[src/rtl/rf_sched_pkg.sv]
// Shared types for the register-file scheduler: FSM states, result codes, operation kinds.
package rf_sched_pkg;

  localparam int unsigned RESULT_W = 3;

  typedef enum logic [1:0] {
    IDLE  = 2'd0,
    SCAN  = 2'd1,
    WRITE = 2'd2,
    DONE  = 2'd3
  } state_e;

  typedef enum logic [RESULT_W-1:0] {
    RES_OK      = 3'd0,
    RES_FULL    = 3'd1,
    RES_MATCH   = 3'd2,
    RES_NOMATCH = 3'd3,
    RES_DUP     = 3'd4
  } result_e;

  typedef enum logic [1:0] {
    OP_DEL = 2'd0,
    OP_VER = 2'd1,
    OP_ENR = 2'd2
  } op_e;

endpackage

[src/rtl/rf_slot_scanner.sv]
// Slot scanner: walks the RF read address from 0 and flags code hits and free slots.
module rf_slot_scanner #(
  parameter int unsigned NUM_SLOTS = 4,
  parameter int unsigned CODE_W    = 16,
  localparam int unsigned AW       = $clog2(NUM_SLOTS)
) (
  input  logic              clk,
  input  logic              reset_n,
  input  logic              clr_i,
  input  logic              adv_i,
  input  logic [CODE_W-1:0] code_i,
  input  logic [CODE_W:0]   rd_data_i,
  output logic [AW-1:0]     addr_o,
  output logic              last_c,
  output logic              hit_c,
  output logic              free_c
);

  logic [AW-1:0] addr_q;

  // Address counter: cleared on grant, stepped once per scan cycle.
  always_ff @(posedge clk or negedge reset_n) begin
    if (!reset_n) begin
      addr_q <= '0;
    end else if (clr_i) begin
      addr_q <= '0;
    end else if (adv_i) begin
      addr_q <= addr_q + AW'(1);
    end
  end

  assign addr_o = addr_q;
  assign last_c = (addr_q == AW'(NUM_SLOTS - 1));
  assign hit_c  = rd_data_i[CODE_W] && (rd_data_i[CODE_W-1:0] == code_i);
  assign free_c = !rd_data_i[CODE_W];

endmodule

[src/rtl/rf_scheduler.sv]
// Register-file scheduler: arbitrates enroll/verify/delete and sequences RF scans/writes.
// Optional macro DUP_CHECK_EN: enroll scans every slot and reports DUP on an existing code.
module rf_scheduler
  import rf_sched_pkg::*;
#(
  parameter int unsigned NUM_SLOTS = 4,
  parameter int unsigned CODE_W    = 16,
  localparam int unsigned AW       = $clog2(NUM_SLOTS)
) (
  input  logic                clk,
  input  logic                reset_n,
  input  logic                enr_req,
  input  logic                ver_req,
  input  logic                del_req,
  input  logic [CODE_W-1:0]   enr_code,
  input  logic [CODE_W-1:0]   ver_code,
  input  logic [AW-1:0]       del_slot,
  output logic                enr_ack,
  output logic                ver_ack,
  output logic                del_ack,
  output logic [AW-1:0]       rd_addr,
  input  logic [CODE_W:0]     rd_data,
  output logic                wr_en,
  output logic [AW-1:0]       wr_addr,
  output logic [CODE_W:0]     wr_data,
  output logic                busy,
  output logic                done,
  output logic [RESULT_W-1:0] result,
  output logic [AW-1:0]       result_slot
);

  state_e            state_q, state_d;
  op_e               op_q, op_d;
  logic [CODE_W-1:0] code_q, code_d;
  logic [AW-1:0]     slot_q, slot_d;
  result_e           res_q, res_d;
  logic [AW-1:0]     res_slot_q, res_slot_d;
  logic              busy_q, done_q, wr_en_q;
  logic [AW-1:0]     wr_addr_q;
  logic [CODE_W:0]   wr_data_q;

  logic              scan_clr, scan_adv, scan_last, scan_hit, scan_free;
  logic [AW-1:0]     scan_addr;

`ifdef DUP_CHECK_EN
  logic              dup_seen_q, dup_seen_d, free_seen_q, free_seen_d;
  logic [AW-1:0]     dup_slot_q, dup_slot_d, free_slot_q, free_slot_d;
`endif

  rf_slot_scanner #(
    .NUM_SLOTS (NUM_SLOTS),
    .CODE_W    (CODE_W)
  ) u_scanner (
    .clk       (clk),
    .reset_n   (reset_n),
    .clr_i     (scan_clr),
    .adv_i     (scan_adv),
    .code_i    (code_q),
    .rd_data_i (rd_data),
    .addr_o    (scan_addr),
    .last_c    (scan_last),
    .hit_c     (scan_hit),
    .free_c    (scan_free)
  );

  // Next-state, grant and result decode; acks are combinational so they pulse in the IDLE cycle.
  always_comb begin
    state_d    = state_q;
    op_d       = op_q;
    code_d     = code_q;
    slot_d     = slot_q;
    res_d      = res_q;
    res_slot_d = res_slot_q;
    enr_ack    = 1'b0;
    ver_ack    = 1'b0;
    del_ack    = 1'b0;
    scan_clr   = 1'b0;
    scan_adv   = 1'b0;
`ifdef DUP_CHECK_EN
    dup_seen_d  = dup_seen_q;
    dup_slot_d  = dup_slot_q;
    free_seen_d = free_seen_q;
    free_slot_d = free_slot_q;
`endif
    case (state_q)
      IDLE: begin
        if (reset_n) begin
          if (del_req) begin
            del_ack = 1'b1;
            op_d    = OP_DEL;
            slot_d  = del_slot;
            state_d = WRITE;
          end else if (ver_req) begin
            ver_ack  = 1'b1;
            op_d     = OP_VER;
            code_d   = ver_code;
            scan_clr = 1'b1;
            state_d  = SCAN;
          end else if (enr_req) begin
            enr_ack  = 1'b1;
            op_d     = OP_ENR;
            code_d   = enr_code;
            scan_clr = 1'b1;
            state_d  = SCAN;
`ifdef DUP_CHECK_EN
            dup_seen_d  = 1'b0;
            free_seen_d = 1'b0;
`endif
          end
        end
      end
      SCAN: begin
        scan_adv = 1'b1;
        if (op_q == OP_VER) begin
          if (scan_hit) begin
            state_d    = DONE;
            res_d      = RES_MATCH;
            res_slot_d = scan_addr;
          end else if (scan_last) begin
            state_d    = DONE;
            res_d      = RES_NOMATCH;
            res_slot_d = '0;
          end
        end else begin
`ifdef DUP_CHECK_EN
          if (scan_hit && !dup_seen_q) begin
            dup_seen_d = 1'b1;
            dup_slot_d = scan_addr;
          end
          if (scan_free && !free_seen_q) begin
            free_seen_d = 1'b1;
            free_slot_d = scan_addr;
          end
          if (scan_last) begin
            if (dup_seen_q || scan_hit) begin
              state_d    = DONE;
              res_d      = RES_DUP;
              res_slot_d = dup_seen_q ? dup_slot_q : scan_addr;
            end else if (free_seen_q || scan_free) begin
              state_d = WRITE;
              slot_d  = free_seen_q ? free_slot_q : scan_addr;
            end else begin
              state_d    = DONE;
              res_d      = RES_FULL;
              res_slot_d = '0;
            end
          end
`else
          if (scan_free) begin
            state_d = WRITE;
            slot_d  = scan_addr;
          end else if (scan_last) begin
            state_d    = DONE;
            res_d      = RES_FULL;
            res_slot_d = '0;
          end
`endif
        end
      end
      WRITE: begin
        state_d    = DONE;
        res_d      = RES_OK;
        res_slot_d = slot_q;
      end
      DONE: begin
        state_d = IDLE;
      end
      default: begin
        state_d = IDLE;
      end
    endcase
  end

  // State register.
  always_ff @(posedge clk or negedge reset_n) begin
    if (!reset_n) begin
      state_q <= IDLE;
    end else begin
      state_q <= state_d;
    end
  end

  // Captured operands and registered outputs, decoded from the next state.
  always_ff @(posedge clk or negedge reset_n) begin
    if (!reset_n) begin
      op_q       <= OP_DEL;
      code_q     <= '0;
      slot_q     <= '0;
      res_q      <= RES_OK;
      res_slot_q <= '0;
      busy_q     <= 1'b0;
      done_q     <= 1'b0;
      wr_en_q    <= 1'b0;
      wr_addr_q  <= '0;
      wr_data_q  <= '0;
    end else begin
      op_q       <= op_d;
      code_q     <= code_d;
      slot_q     <= slot_d;
      res_q      <= res_d;
      res_slot_q <= res_slot_d;
      busy_q     <= (state_d == SCAN) || (state_d == WRITE);
      done_q     <= (state_d == DONE);
      wr_en_q    <= (state_d == WRITE);
      wr_addr_q  <= (state_d == WRITE) ? slot_d : '0;
      wr_data_q  <= ((state_d == WRITE) && (op_d == OP_ENR)) ? {1'b1, code_d} : '0;
    end
  end

`ifdef DUP_CHECK_EN
  // Duplicate / first-free trackers for the full-scan enroll.
  always_ff @(posedge clk or negedge reset_n) begin
    if (!reset_n) begin
      dup_seen_q  <= 1'b0;
      dup_slot_q  <= '0;
      free_seen_q <= 1'b0;
      free_slot_q <= '0;
    end else begin
      dup_seen_q  <= dup_seen_d;
      dup_slot_q  <= dup_slot_d;
      free_seen_q <= free_seen_d;
      free_slot_q <= free_slot_d;
    end
  end
`endif

  assign rd_addr     = scan_addr;
  assign wr_en       = wr_en_q;
  assign wr_addr     = wr_addr_q;
  assign wr_data     = wr_data_q;
  assign busy        = busy_q;
  assign done        = done_q;
  assign result      = res_q;
  assign result_slot = res_slot_q;

endmodule
[config.mk]
export PLATFORM = sky130hd
export DESIGN_NAME = rf_scheduler
export DESIGN_NICKNAME = d
export VERILOG_FILES = /design/src/rtl/rf_sched_pkg.sv /design/src/rtl/rf_slot_scanner.sv /design/src/rtl/rf_scheduler.sv
export SDC_FILE = /design/constraint.sdc
export NUM_CORES = 1
export LEC_CHECK = 0
export BUFFER_PORTS_ARGS = -buffer_cell sky130_fd_sc_hd__clkbuf_2
export CAP_MARGIN = 10
export CORE_ASPECT_RATIO = 0.8
export CORE_UTILIZATION = 50
export CTS_CLUSTER_DIAMETER = 150
export DETAILED_ROUTE_END_ITERATION = 8
export PLACE_DENSITY = 0.8
export SLEW_MARGIN = 5
export SYNTH_ARGS = -nofsm -noshare
export SYNTH_HDL_FRONTEND = slang
export SYNTH_SLANG_ARGS = --single-unit
[constraint.sdc]
create_clock -name clk -period 3 [get_ports clk]
set_clock_uncertainty 0.15 [all_clocks]
set_input_delay 0.45 -clock clk [delete_from_list [all_inputs] [get_ports clk]]
set_output_delay 0.45 -clock clk [all_outputs]
set_load 0.02 [all_outputs]
==> impl_metrics.json <==
{
  "status": "finished with violations",
  "violations": "design-rule violations",
  "internal-power_uw": 1580,
  "grt_pass1_wl_microns": 10300,
  "cts.repair.resized": 0,
  "first_global_vias": 2074,
  "clk_latency_ns": 0.30,
  "synth_cells": 240,
  "die-area_sq_um": 5460,
  "yosys.cell_count.top_type": "dfrtp_1",
  "fin_util_pct": 63.3,
  "core_region_area_sq_um": 4980,
  "synth_area_per_cell_sq_um": 10.8,
  "grt_antenna_before_repair": 0,
  "vdd_drop_max_mv": 0.432,
  "setup_viol_count_final": 0,
  "fmax_ghz": 0.375,
  "drv_cap": 0,
  "die_w_microns": 82.4,
  "cp_max_fo": 20,
  "seqPwrFrac_pct": 41.8,
  "cts.path.max_buffers": 2,
  "path_class": "reg2reg",
  "crit_chain": "xnor2_1 > nand3_1 > nor3_1 > buf_4 > nand2_1 > a21oi_1 > ha_1 > and4_1",
  "start_util_pct": 51.9,
  "async_flop_share_pct": 100,
  "place.gp.congestion": 0.852,
  "grt.total_usage_pct": 25.8,
  "finalMaxSlewViolations": 0,
  "hp-class": "in2async",
  "yosysTopAreaCellShare_pct": 48.4,
  "cts_buffers": 5,
  "final-hold-violation-count": 0,
  "wl_per_cell_microns": 17.1,
  "ant_nets": 0,
  "root_buffer": "clkbuf_8",
  "avgViaCountPerCell": 5.68,
  "die_h_microns": 66.3,
  "crit_required_ns": 3.08,
  "n_antenna_cell": 0,
  "critPathBufInv": 1,
  "tightest_slew_ns": 0.905,
  "synth_edf_count": 0,
  "clk_pin_slew_ns": 0.09,
  "drcViolationCount": 2,
  "synth_top_cell_by_area": "dfrtp_1",
  "grt_max_degree": 51,
  "clkPwrFrac_pct": 14.0,
  "cts_setup_buffers": 0,
  "drtIter0Drc": 141,
  "ios": 88,
  "cpPeakStageDelay_ns": 0.62,
  "drive_gt1_share_pct": 37.1,
  "cp_top_family": "simple AND/OR/NAND/NOR gates",
  "cp-start-kind": "register",
  "ctsHoldBuffers": 0,
  "fill_cells": 436,
  "setup_tns_ns": 0,
  "io_buffers": 86,
  "ys.flop_type": "dfrtp_1",
  "row_count": 23,
  "syn_nets": 299,
  "switching_share_pct": 41.4,
  "slowest_stage": "ha_1",
  "synth.distinct_cells": 37,
  "vias": 2204,
  "cts_tree": "yes",
  "h-tree-depth": 2,
  "drt-pass1-iter-count": 6,
  "rsz0062_at_grt": "false",
  "yosys_warnings": 0,
  "power.switching_uw": 1120,
  "power.density_nw_per_um2": 855,
  "comb_power_share_pct": 44.2,
  "end_kind": "register",
  "wl_microns": 6650,
  "ys_ff_latch": 50,
  "slew_headroom_pct": 39.7,
  "final_nets": 384,
  "areaGrowthSynthToFinish_pct": 22.0,
  "hpwl_microns": 4920,
  "ys_top_cells_by_area": "dfrtp_1 48%, and4_1 5.4%, xnor2_1 5.4%",
  "gr-total-overflow": 0,
  "min_period_ns": 2.66,
  "yosysSeqAreaShare_pct": 48.4,
  "netlist_area_sq_um": 2580,
  "p_leak_uw": 0.00154,
  "fin_crit_sh_pct": 88.8,
  "yosys-top-cells-count": "50 x dfrtp_1, 18 x nor2b_1, 16 x a31oi_1, 16 x and4_1, 16 x xnor2_1",
  "arrival_ns": 2.75,
  "cts.sinks": 50
}
kinds of logic (layout without fill, tap and decap cells):
kind of cell | count (synthesis) | in the layout | share of synthesized area [%]
other cells | 1 | 1 | 0.145
buf+inv | 22 | 108 | 4.02
compound gates | 70 | 70 | 20.1
fa+ha+maj | 3 | 3 | 1.45
xor+xnor | 16 | 16 | 5.42
simple gates | 76 | 76 | 19.7
flops | 50 | 50 | 48.4
mux | 2 | 2 | 0.775
cells in the final DEF (no fill, tap or decap), drive strengths merged:
master | netlist | routed
buf | 6 | 7
nor3 | 3 | 3
o21ai | 22 | 22
nor4 | 3 | 3
nor4b | 1 | 1
nand4 | 3 | 3
o21a | 3 | 3
ha | 3 | 3
clkinv | 0 | 2
a22oi | 16 | 16
nand3 | 7 | 7
nor2 | 3 | 3
conb | 1 | 1
inv | 7 | 7
nand2b | 3 | 3
xnor2 | 16 | 16
o211ai | 1 | 1
and4 | 16 | 16
a31oi | 16 | 16
nor3b | 1 | 1
and3 | 6 | 6
a211o | 1 | 1
clkbuf | 9 | 92
mux2i | 2 | 2
dfrtp | 50 | 50
nand2 | 5 | 5
and2b | 1 | 1
and2 | 6 | 6
a21o | 2 | 2
nor2b | 18 | 18
a21oi | 7 | 7
a22o | 2 | 2
metrics by stage:
stage	cell area [sq um]	hold WS, ns	total power, uW	cells	setup WS, ns
floorplan	2580	0.00441	1930	240	0.604
global route	3150	0.217	2880	388	0.0772
finish	3150	0.150	2690	388	0.335
detailed placement	3070	0.377	2320	380	0.266
CTS	3150	0.170	2690	388	0.380
global placement	3070	0.378	2280	380	0.399
power groups by stage:
stage | logic [uW] | registers (uW) | clock network, uW
after global routing | 1320 | 1150 | 413
after detailed placement | 1190 | 1130 | 0
after CTS | 1190 | 1120 | 385
final | 1190 | 1130 | 377
after global placement | 1160 | 1120 | 0
after floorplan | 748 | 1180 | 0
layout make-up:
| class | instances | area (sq um) | area share (%) |
|---|---|---|---|
| clock inverter | 2 | 13.8 | 0.437 |
| sequential | 50 | 1250 | 39.7 |
| clock buffer | 6 | 72.6 | 2.30 |
| inverter | 7 | 26.3 | 0.833 |
| tap | 62 | 77.6 | 2.46 |
| timing repair buffer | 93 | 483 | 15.3 |
| multi-input combinational | 168 | 1230 | 39.0 |
flip-flops by register name, summed over array words and instances, names as in the netlist:
signal / cells
wr_data: 17
code_q: 16
op_q: 2
result: 2
result_slot: 2
slot_q: 2
state_q: 2
u_scanner.addr_o: 2
wr_addr: 2
busy: 1
done: 1
wr_en: 1
final timing paths:
kind | start | to | slack, ns | depth (start not counted)
max | code_q[2] | wr_data[11] | 0.34 | 8
min reg2reg | code_q[14] | code_q[14] | 0.40 | 2
max in group asynchronous | reset_n | wr_en | 2.15 | 2
min in group clk | ver_code[13] | code_q[13] | 0.23 | 3
min | reset_n | result[1] | 0.15 | 2
max reg2reg | code_q[2] | wr_data[11] | 0.34 | 8
layer usage:
layer	up-vias	track usage (%)	part of all wire, %
met5	-	0	0
met4	0	7.46	1.4
met3	10	4.00	5.1
met2	64	39.7	47
met1	1076	37.4	47
li1	1054	-	-
(Power assumes the default switching activity.)
